--- config.mk ---
export PLATFORM = sky130hd
export DESIGN_NAME = io_handshake_sequencer_flat
export DESIGN_NICKNAME = d
export VERILOG_FILES = /design/src/rtl/io_handshake_sequencer_if.sv /design/src/rtl/io_handshake_sequencer.sv /design/src/flat_wrapper.sv
export SDC_FILE = /design/constraint.sdc
export NUM_CORES = 1
export LEC_CHECK = 0
export CAP_MARGIN = 10
export CORE_MARGIN = 4
export CORE_UTILIZATION = 47
export CTS_CLUSTER_SIZE = 20
export DETAILED_ROUTE_END_ITERATION = 10
export GPL_ROUTABILITY_DRIVEN = 1
export PLACE_DENSITY = 0.78
export SKIP_LAST_GASP = 1
export SYNTH_ARGS = -nofsm -noshare
export SYNTH_HDL_FRONTEND = slang
export SYNTH_SLANG_ARGS = --single-unit
--- constraint.sdc ---
create_clock -name clock -period 1.45 [get_ports clock]
set_input_delay 0.2175 -clock clock [delete_from_list [all_inputs] [get_ports clock]]
set_output_delay 0.2175 -clock clock [all_outputs]
set_load 0.005 [all_outputs]
--- src/rtl/io_handshake_sequencer_if.sv ---
// Handshake bundle between the decoder/buttons side and the I/O stall sequencer.
// The master drives the instruction id and raw buttons; the slave returns enable and status.
interface io_handshake_sequencer_if #(
    parameter int unsigned ID_WIDTH = 7
) ();
    logic [ID_WIDTH-1:0] id;
    logic                confirmation;
    logic                continue_button;
    logic                enable;
    logic                is_input;
    logic                is_output;
    logic                io_waiting;
    logic                halted;

    modport master (
        output id,
        output confirmation,
        output continue_button,
        input  enable,
        input  is_input,
        input  is_output,
        input  io_waiting,
        input  halted
    );

    modport slave (
        input  id,
        input  confirmation,
        input  continue_button,
        output enable,
        output is_input,
        output is_output,
        output io_waiting,
        output halted
    );
endinterface

--- src/rtl/io_handshake_sequencer.sv ---
// Stall controller: commits each OUTPUT/PAUSE/INPUT once per debounced button press
// and latches HALT until reset.
module io_handshake_sequencer #(
    parameter int unsigned ID_WIDTH        = 7,
    parameter int unsigned DEBOUNCE_CYCLES = 16,
    parameter int unsigned OUTPUT_ID       = 69,
    parameter int unsigned PAUSE_ID        = 70,
    parameter int unsigned INPUT_ID        = 71,
    parameter int unsigned HALT_ID         = 75
) (
    input logic                      clock,
    input logic                      reset,
    io_handshake_sequencer_if.slave  bus
);

    localparam int unsigned CntW = (DEBOUNCE_CYCLES > 0) ? $clog2(DEBOUNCE_CYCLES + 1) : 1;
    localparam logic [CntW-1:0] CntMax = CntW'(DEBOUNCE_CYCLES);

    localparam logic [ID_WIDTH-1:0] OutputId = ID_WIDTH'(OUTPUT_ID);
    localparam logic [ID_WIDTH-1:0] PauseId  = ID_WIDTH'(PAUSE_ID);
    localparam logic [ID_WIDTH-1:0] InputId  = ID_WIDTH'(INPUT_ID);
    localparam logic [ID_WIDTH-1:0] HaltId   = ID_WIDTH'(HALT_ID);

    typedef enum logic [1:0] {StRun, StWaitPress, StCommit, StHalted} state_e;
    typedef enum logic [1:0] {ClsNone, ClsOutput, ClsPause, ClsInput} io_class_e;

    function automatic logic class_is_input(io_class_e c);
        return (c == ClsInput) || (c == ClsPause);
    endfunction

    function automatic logic class_is_output(io_class_e c);
        return (c == ClsOutput) || (c == ClsPause);
    endfunction

    // Button channels: bit 0 = confirmation, bit 1 = continue_button.
    logic [1:0]      raw_buttons;
    logic [1:0]      sync1_q, sync1_d;
    logic [1:0]      sync2_q, sync2_d;
    logic [1:0]      deb_q, deb_d;
    logic [1:0]      deb_prev_q, deb_prev_d;
    logic [CntW-1:0] cnt_q [2];
    logic [CntW-1:0] cnt_d [2];
    logic [1:0]      press;

    state_e    state_q, state_d;
    io_class_e cls_q, cls_d;
    io_class_e id_cls;
    logic      id_is_halt;
    logic      sel_press;

    logic enable;
    logic is_input;
    logic is_output;

    assign raw_buttons = {bus.continue_button, bus.confirmation};

    always_comb begin
        sync1_d    = raw_buttons;
        sync2_d    = sync1_q;
        deb_prev_d = deb_q;
        deb_d      = deb_q;
        for (int ch = 0; ch < 2; ch++) begin
            cnt_d[ch] = '0;
            // Level flips once the synchronised value has disagreed for the full window.
            if (sync2_q[ch] != deb_q[ch]) begin
                if (cnt_q[ch] == CntMax) begin
                    deb_d[ch] = sync2_q[ch];
                end else begin
                    cnt_d[ch] = cnt_q[ch] + 1'b1;
                end
            end
        end
    end

    assign press = deb_q & ~deb_prev_q;

    always_comb begin
        id_cls = ClsNone;
        if (bus.id == OutputId) begin
            id_cls = ClsOutput;
        end else if (bus.id == PauseId) begin
            id_cls = ClsPause;
        end else if (bus.id == InputId) begin
            id_cls = ClsInput;
        end
        id_is_halt = (bus.id == HaltId);
    end

    assign sel_press = (cls_q == ClsPause) ? press[1] : press[0];

    always_comb begin
        state_d   = state_q;
        cls_d     = cls_q;
        enable    = 1'b0;
        is_input  = 1'b0;
        is_output = 1'b0;
        unique case (state_q)
            StRun: begin
                enable    = (id_cls == ClsNone) && !id_is_halt;
                is_input  = class_is_input(id_cls);
                is_output = class_is_output(id_cls);
                // A press arriving in this cycle is dropped; the wait needs a fresh edge.
                if (id_cls != ClsNone) begin
                    state_d = StWaitPress;
                    cls_d   = id_cls;
                end else if (id_is_halt) begin
                    state_d = StHalted;
                end
            end
            StWaitPress: begin
                is_input  = class_is_input(cls_q);
                is_output = class_is_output(cls_q);
                if (sel_press) begin
                    state_d = StCommit;
                end
            end
            StCommit: begin
                enable    = 1'b1;
                is_input  = class_is_input(cls_q);
                is_output = class_is_output(cls_q);
                state_d   = StRun;
            end
            StHalted: begin
                state_d = StHalted;
            end
            default: begin
                state_d = StRun;
            end
        endcase
    end

    always_ff @(posedge clock or negedge reset) begin
        if (!reset) begin
            sync1_q    <= '0;
            sync2_q    <= '0;
            deb_q      <= '0;
            deb_prev_q <= '0;
            for (int ch = 0; ch < 2; ch++) begin
                cnt_q[ch] <= '0;
            end
            state_q    <= StRun;
            cls_q      <= ClsNone;
        end else begin
            sync1_q    <= sync1_d;
            sync2_q    <= sync2_d;
            deb_q      <= deb_d;
            deb_prev_q <= deb_prev_d;
            for (int ch = 0; ch < 2; ch++) begin
                cnt_q[ch] <= cnt_d[ch];
            end
            state_q    <= state_d;
            cls_q      <= cls_d;
        end
    end

    assign bus.enable     = enable;
    assign bus.is_input   = is_input;
    assign bus.is_output  = is_output;
    assign bus.io_waiting = (state_q == StWaitPress);
    assign bus.halted     = (state_q == StHalted);

endmodule

--- src/flat_wrapper.sv ---
// flat-port wrapper written by rule: the top's interface ports become plain ports
module io_handshake_sequencer_flat 
#(
    parameter int unsigned ID_WIDTH        = 7,
    parameter int unsigned DEBOUNCE_CYCLES = 16,
    parameter int unsigned OUTPUT_ID       = 69,
    parameter int unsigned PAUSE_ID        = 70,
    parameter int unsigned INPUT_ID        = 71,
    parameter int unsigned HALT_ID         = 75
)
  (clock, reset, bus_id, bus_confirmation, bus_continue_button, bus_enable, bus_is_input, bus_is_output, bus_io_waiting, bus_halted);
  io_handshake_sequencer_if #(.ID_WIDTH(ID_WIDTH)) bus_i ();
  input logic clock;
  input logic reset;
  input wire logic [$bits(bus_i.id)-1:0] bus_id;
  input wire logic [$bits(bus_i.confirmation)-1:0] bus_confirmation;
  input wire logic [$bits(bus_i.continue_button)-1:0] bus_continue_button;
  output wire logic [$bits(bus_i.enable)-1:0] bus_enable;
  output wire logic [$bits(bus_i.is_input)-1:0] bus_is_input;
  output wire logic [$bits(bus_i.is_output)-1:0] bus_is_output;
  output wire logic [$bits(bus_i.io_waiting)-1:0] bus_io_waiting;
  output wire logic [$bits(bus_i.halted)-1:0] bus_halted;
  assign bus_i.id = bus_id;
  assign bus_i.confirmation = bus_confirmation;
  assign bus_i.continue_button = bus_continue_button;
  assign bus_enable = bus_i.enable;
  assign bus_is_input = bus_i.is_input;
  assign bus_is_output = bus_i.is_output;
  assign bus_io_waiting = bus_i.io_waiting;
  assign bus_halted = bus_i.halted;
  io_handshake_sequencer #(.ID_WIDTH(ID_WIDTH), .DEBOUNCE_CYCLES(DEBOUNCE_CYCLES), .OUTPUT_ID(OUTPUT_ID), .PAUSE_ID(PAUSE_ID), .INPUT_ID(INPUT_ID), .HALT_ID(HALT_ID)) u_core (.clock(clock), .reset(reset), .bus(bus_i));
endmodule
==> results.cfg <==
[detailed_routing]
vias = 820
drc = 0
wl_per_cell_um = 13.6
drt-initial-drc-count = 22
wl_um = 2240
viasPerCell = 4.97
drtAntennaViolNets = 0
first_pass_iters = 4

[timing]
slew_headroom = 0.825
worst_pin_slew_ps = 261
max_freq_ghz = 0.579
setup_tns_ps = -841
finalSetupViolCount = 6
finalHoldViolations = 0
period_share = 1.19
fin_ws_ps = -276
final-max-slew-violation-count = 0
fin_skew_ps = 0.586
rsz0062_at_grt = yes
fin_crit_ps = 1730

[placed_design]
dp_cells = 155
io_buffers = 15
gp_congestion = 0.767
dp_hpwl_um = 1490
pre_cts_ws_ps = -1020

[clock_network]
clock-sinks = 22
cts.path.max_buffers = 2
htree_levels = 1
postCtsHoldBufs = 0
cts_root_buf = clkbuf_4
path_clk_slew_ps = 110
cts_buffers = 3
clock_latency_ps = 300
cts_tree = built

[worst_setup_path]
crit_path_max_fanout = 2
required_ps = 1230
end_kind = output pin
crit_chain = buf_8 > nor4bb_4 > nand3b_1 > buf_4 > ha_4 > and2_4 > a21o_1 > buf_2
critPathLaunchType = primary input
crit_arrival_ps = 1510
r2r-end = u_core.state_q[1]
r2r-start = u_core.cls_q[1]
crit_type = primary input to output pin
reg2reg_slack_ps = -10
crit_slowest_cell = nor4bb_4
worst-r2r-cell-count = 5
max_stage_delay_ps = 290

[global_routing]
overflow = 0
track_usage = 0.156
grt_pass1_vias = 880
grt_max_degree = 23
grt_first_pass_wirelength_um = 3920
grt_antenna_before_repair = 0

[outcome]
status = finished with violations
violations = setup timing

[power]
p_total_w = 0.00107
power_density_nw_per_um2 = 654
switching_power_w = 0.000231
p_comb_frac = 0.089
p_clk_frac = 0.304
seqPwrFrac = 0.607
switching_share = 0.216
internal_power_w = 0.000837
leakage_nw = 0.791
vdd_drop_max_mv = 0.674

[floorplan]
start_util = 0.499
die_area_um2 = 3210
fp-row-count = 17
core-area_um2 = 2230
ioPinCount = 16
fp.dieW_um = 56.7
fp.dieH_um = 56.7

[layout]
finalCoreUtilization = 0.731
syn_to_final_growth_pct = 46.6
fillCellCount = 138
drive_gt1_frac = 0.416
regArea_um2 = 551
fin_nets = 162
multi_input_area_um2 = 669
antenna_cells = 0
instances_no_fill = 165

[yosys]
synth_area_um2 = 1110
syn_area_per_cell_um2 = 11.2
synth_top_cells_by_area = dfrtp_1 (49%), ha_1 (15%), xor2_1 (3.9%)
syn_inst = 99
syn-num-nets = 123
yosysTopAreaCell = dfrtp_1
synth-seq-cells = 22
synth_seq_area_share = 0.494
synth_warnings = 0
synth_top_area_frac = 0.494
ys_types = 27

[hold_path]
hold_class = primary input to async pin

[job]
drv_cap = 0
## cell usage after synthesis
library cell and instances:
xnor2_1 3, nor4bb_1 1, inv_2 1, mux2i_1 1, o31ai_1 1, a21o_1 1, nand3b_1 2, nand3_1 6
a22oi_1 1, mux2_2 2, and2_2 1, a21bo_1 1, ha_1 13, inv_1 9, nor2_1 8, o21ai_0 4
and4bb_2 1, o311ai_2 1, nand4bb_1 1, dfrtp_1 22, and2b_2 1, nand2b_1 1, and2_1 3, a21oi_1 2
or2b_2 1, xor2_1 5, nand2_1 6
## power by group through the flow
| stage | Clock (W) | Combinational [W] | Sequential, W |
|---|---|---|---|
| after floorplan | 0 | 0.0000394 | 0.000657 |
| after global placement | 0 | 0.0000879 | 0.000659 |
| after detailed placement | 0 | 0.0000907 | 0.000660 |
| after CTS | 0.000340 | 0.0000918 | 0.000648 |
| after global routing | 0.000373 | 0.000109 | 0.000651 |
| final | 0.000325 | 0.0000948 | 0.000648 |
## cell families after synthesis
| family | Yosys count | share of synthesized area |
|---|---|---|
| DFF | 22 | 0.494 |
| AOI/OAI and AO/OA | 11 | 0.0708 |
| muxes | 3 | 0.0292 |
| and+or+nand+nor | 32 | 0.163 |
| adders and majority gates | 13 | 0.146 |
| xor gates and xnor gates | 8 | 0.0629 |
| buffers and inverters | 10 | 0.0337 |
## how the worst max path moves through the flow
| stage | slack, ps | start | cells past startpoint | end |
|---|---|---|---|---|
| CTS | -200 | bus_id[4] | 8 | bus_enable |
| detailed placement | -1020 | bus_id[4] | 7 | bus_is_output |
| global route | -330 | bus_id[4] | 8 | bus_enable |
| global placement | -950 | bus_id[2] | 7 | bus_is_output |
| floorplan | 10 | bus_id[4] | 6 | u_core.state_q[1] |
| finish | -280 | bus_id[4] | 8 | bus_enable |
## cell usage in the layout, fill, tap and decap left out, drive strengths merged
master	n
buf	28
dfrtp	22
ha	13
inv	10
nor2	8
nand3	6
nand2	6
xor2	5
and2	4
o21ai	4
clkbuf	4
xnor2	3
clkdlybuf4s50	3
dlygate4sd2	3
nand3b	2
mux2	2
a21oi	2
nor4bb	1
and2b	1
nand2b	1
and4bb	1
a21o	1
nand4bb	1
or2b	1
o311ai	1
a21bo	1
mux2i	1
o31ai	1
a22oi	1
## layer usage
| metal | wire, um | part of all wire | track usage | up-vias |
|---|---|---|---|---|
| li1 | - | - | - | 408 |
| met1 | 973 | 0.43 | 0.190 | 381 |
| met2 | 1080 | 0.48 | 0.252 | 23 |
| met3 | 127 | 0.057 | 0.0437 | 8 |
| met4 | 65 | 0.029 | 0.0746 | 0 |
| met5 | 0 | 0 | 0 | - |
## registers in the layout, summed over array words and instances, names as in the netlist
| name | count |
|---|---|
| u_core.cnt_q | 10 |
| u_core.cls_q | 2 |
| u_core.sync2_q | 2 |
| u_core.deb_prev_q | 2 |
| u_core.state_q | 2 |
| u_core.sync1_q | 2 |
| u_core.deb_prev_d | 2 |
## critical path: cells and delay by family
kind | cells | cell delay [ps]
simple gates | 3 | 590
buf+inv | 3 | 390
fa+ha+maj | 1 | 160
compound gates | 1 | 150
## cell type report
| class | instances | share of cell area |
|---|---|---|
| multi-input combinational | 67 | 0.410 |
| sequential | 22 | 0.337 |
| timing repair buffer | 34 | 0.185 |
| inverter | 10 | 0.0245 |
| clock buffer | 4 | 0.0222 |
| tap | 28 | 0.0215 |
## per-stage QoR
| step | hold slack (ps) | instance area (um2) |
|---|---|---|
| 3_5_place_dp | 338 | 1410 |
| 3_3_place_gp | 335 | 1410 |
| 2_1_floorplan | -78.1 | 1130 |
| 6_report | 241 | 1630 |
| 5_1_grt | 253 | 1630 |
| 4_1_cts | 239 | 1580 |
## repair_timing
action | in CTS | in global routing
gates resized for setup | 65 | 14
pin swaps | 12 | 8
endpoints found under the hold margin | 0 | 0
endpoints found under the setup margin | 9 | 9
buffers inserted | 7 | 2
Power figures use the tool's default switching activity.
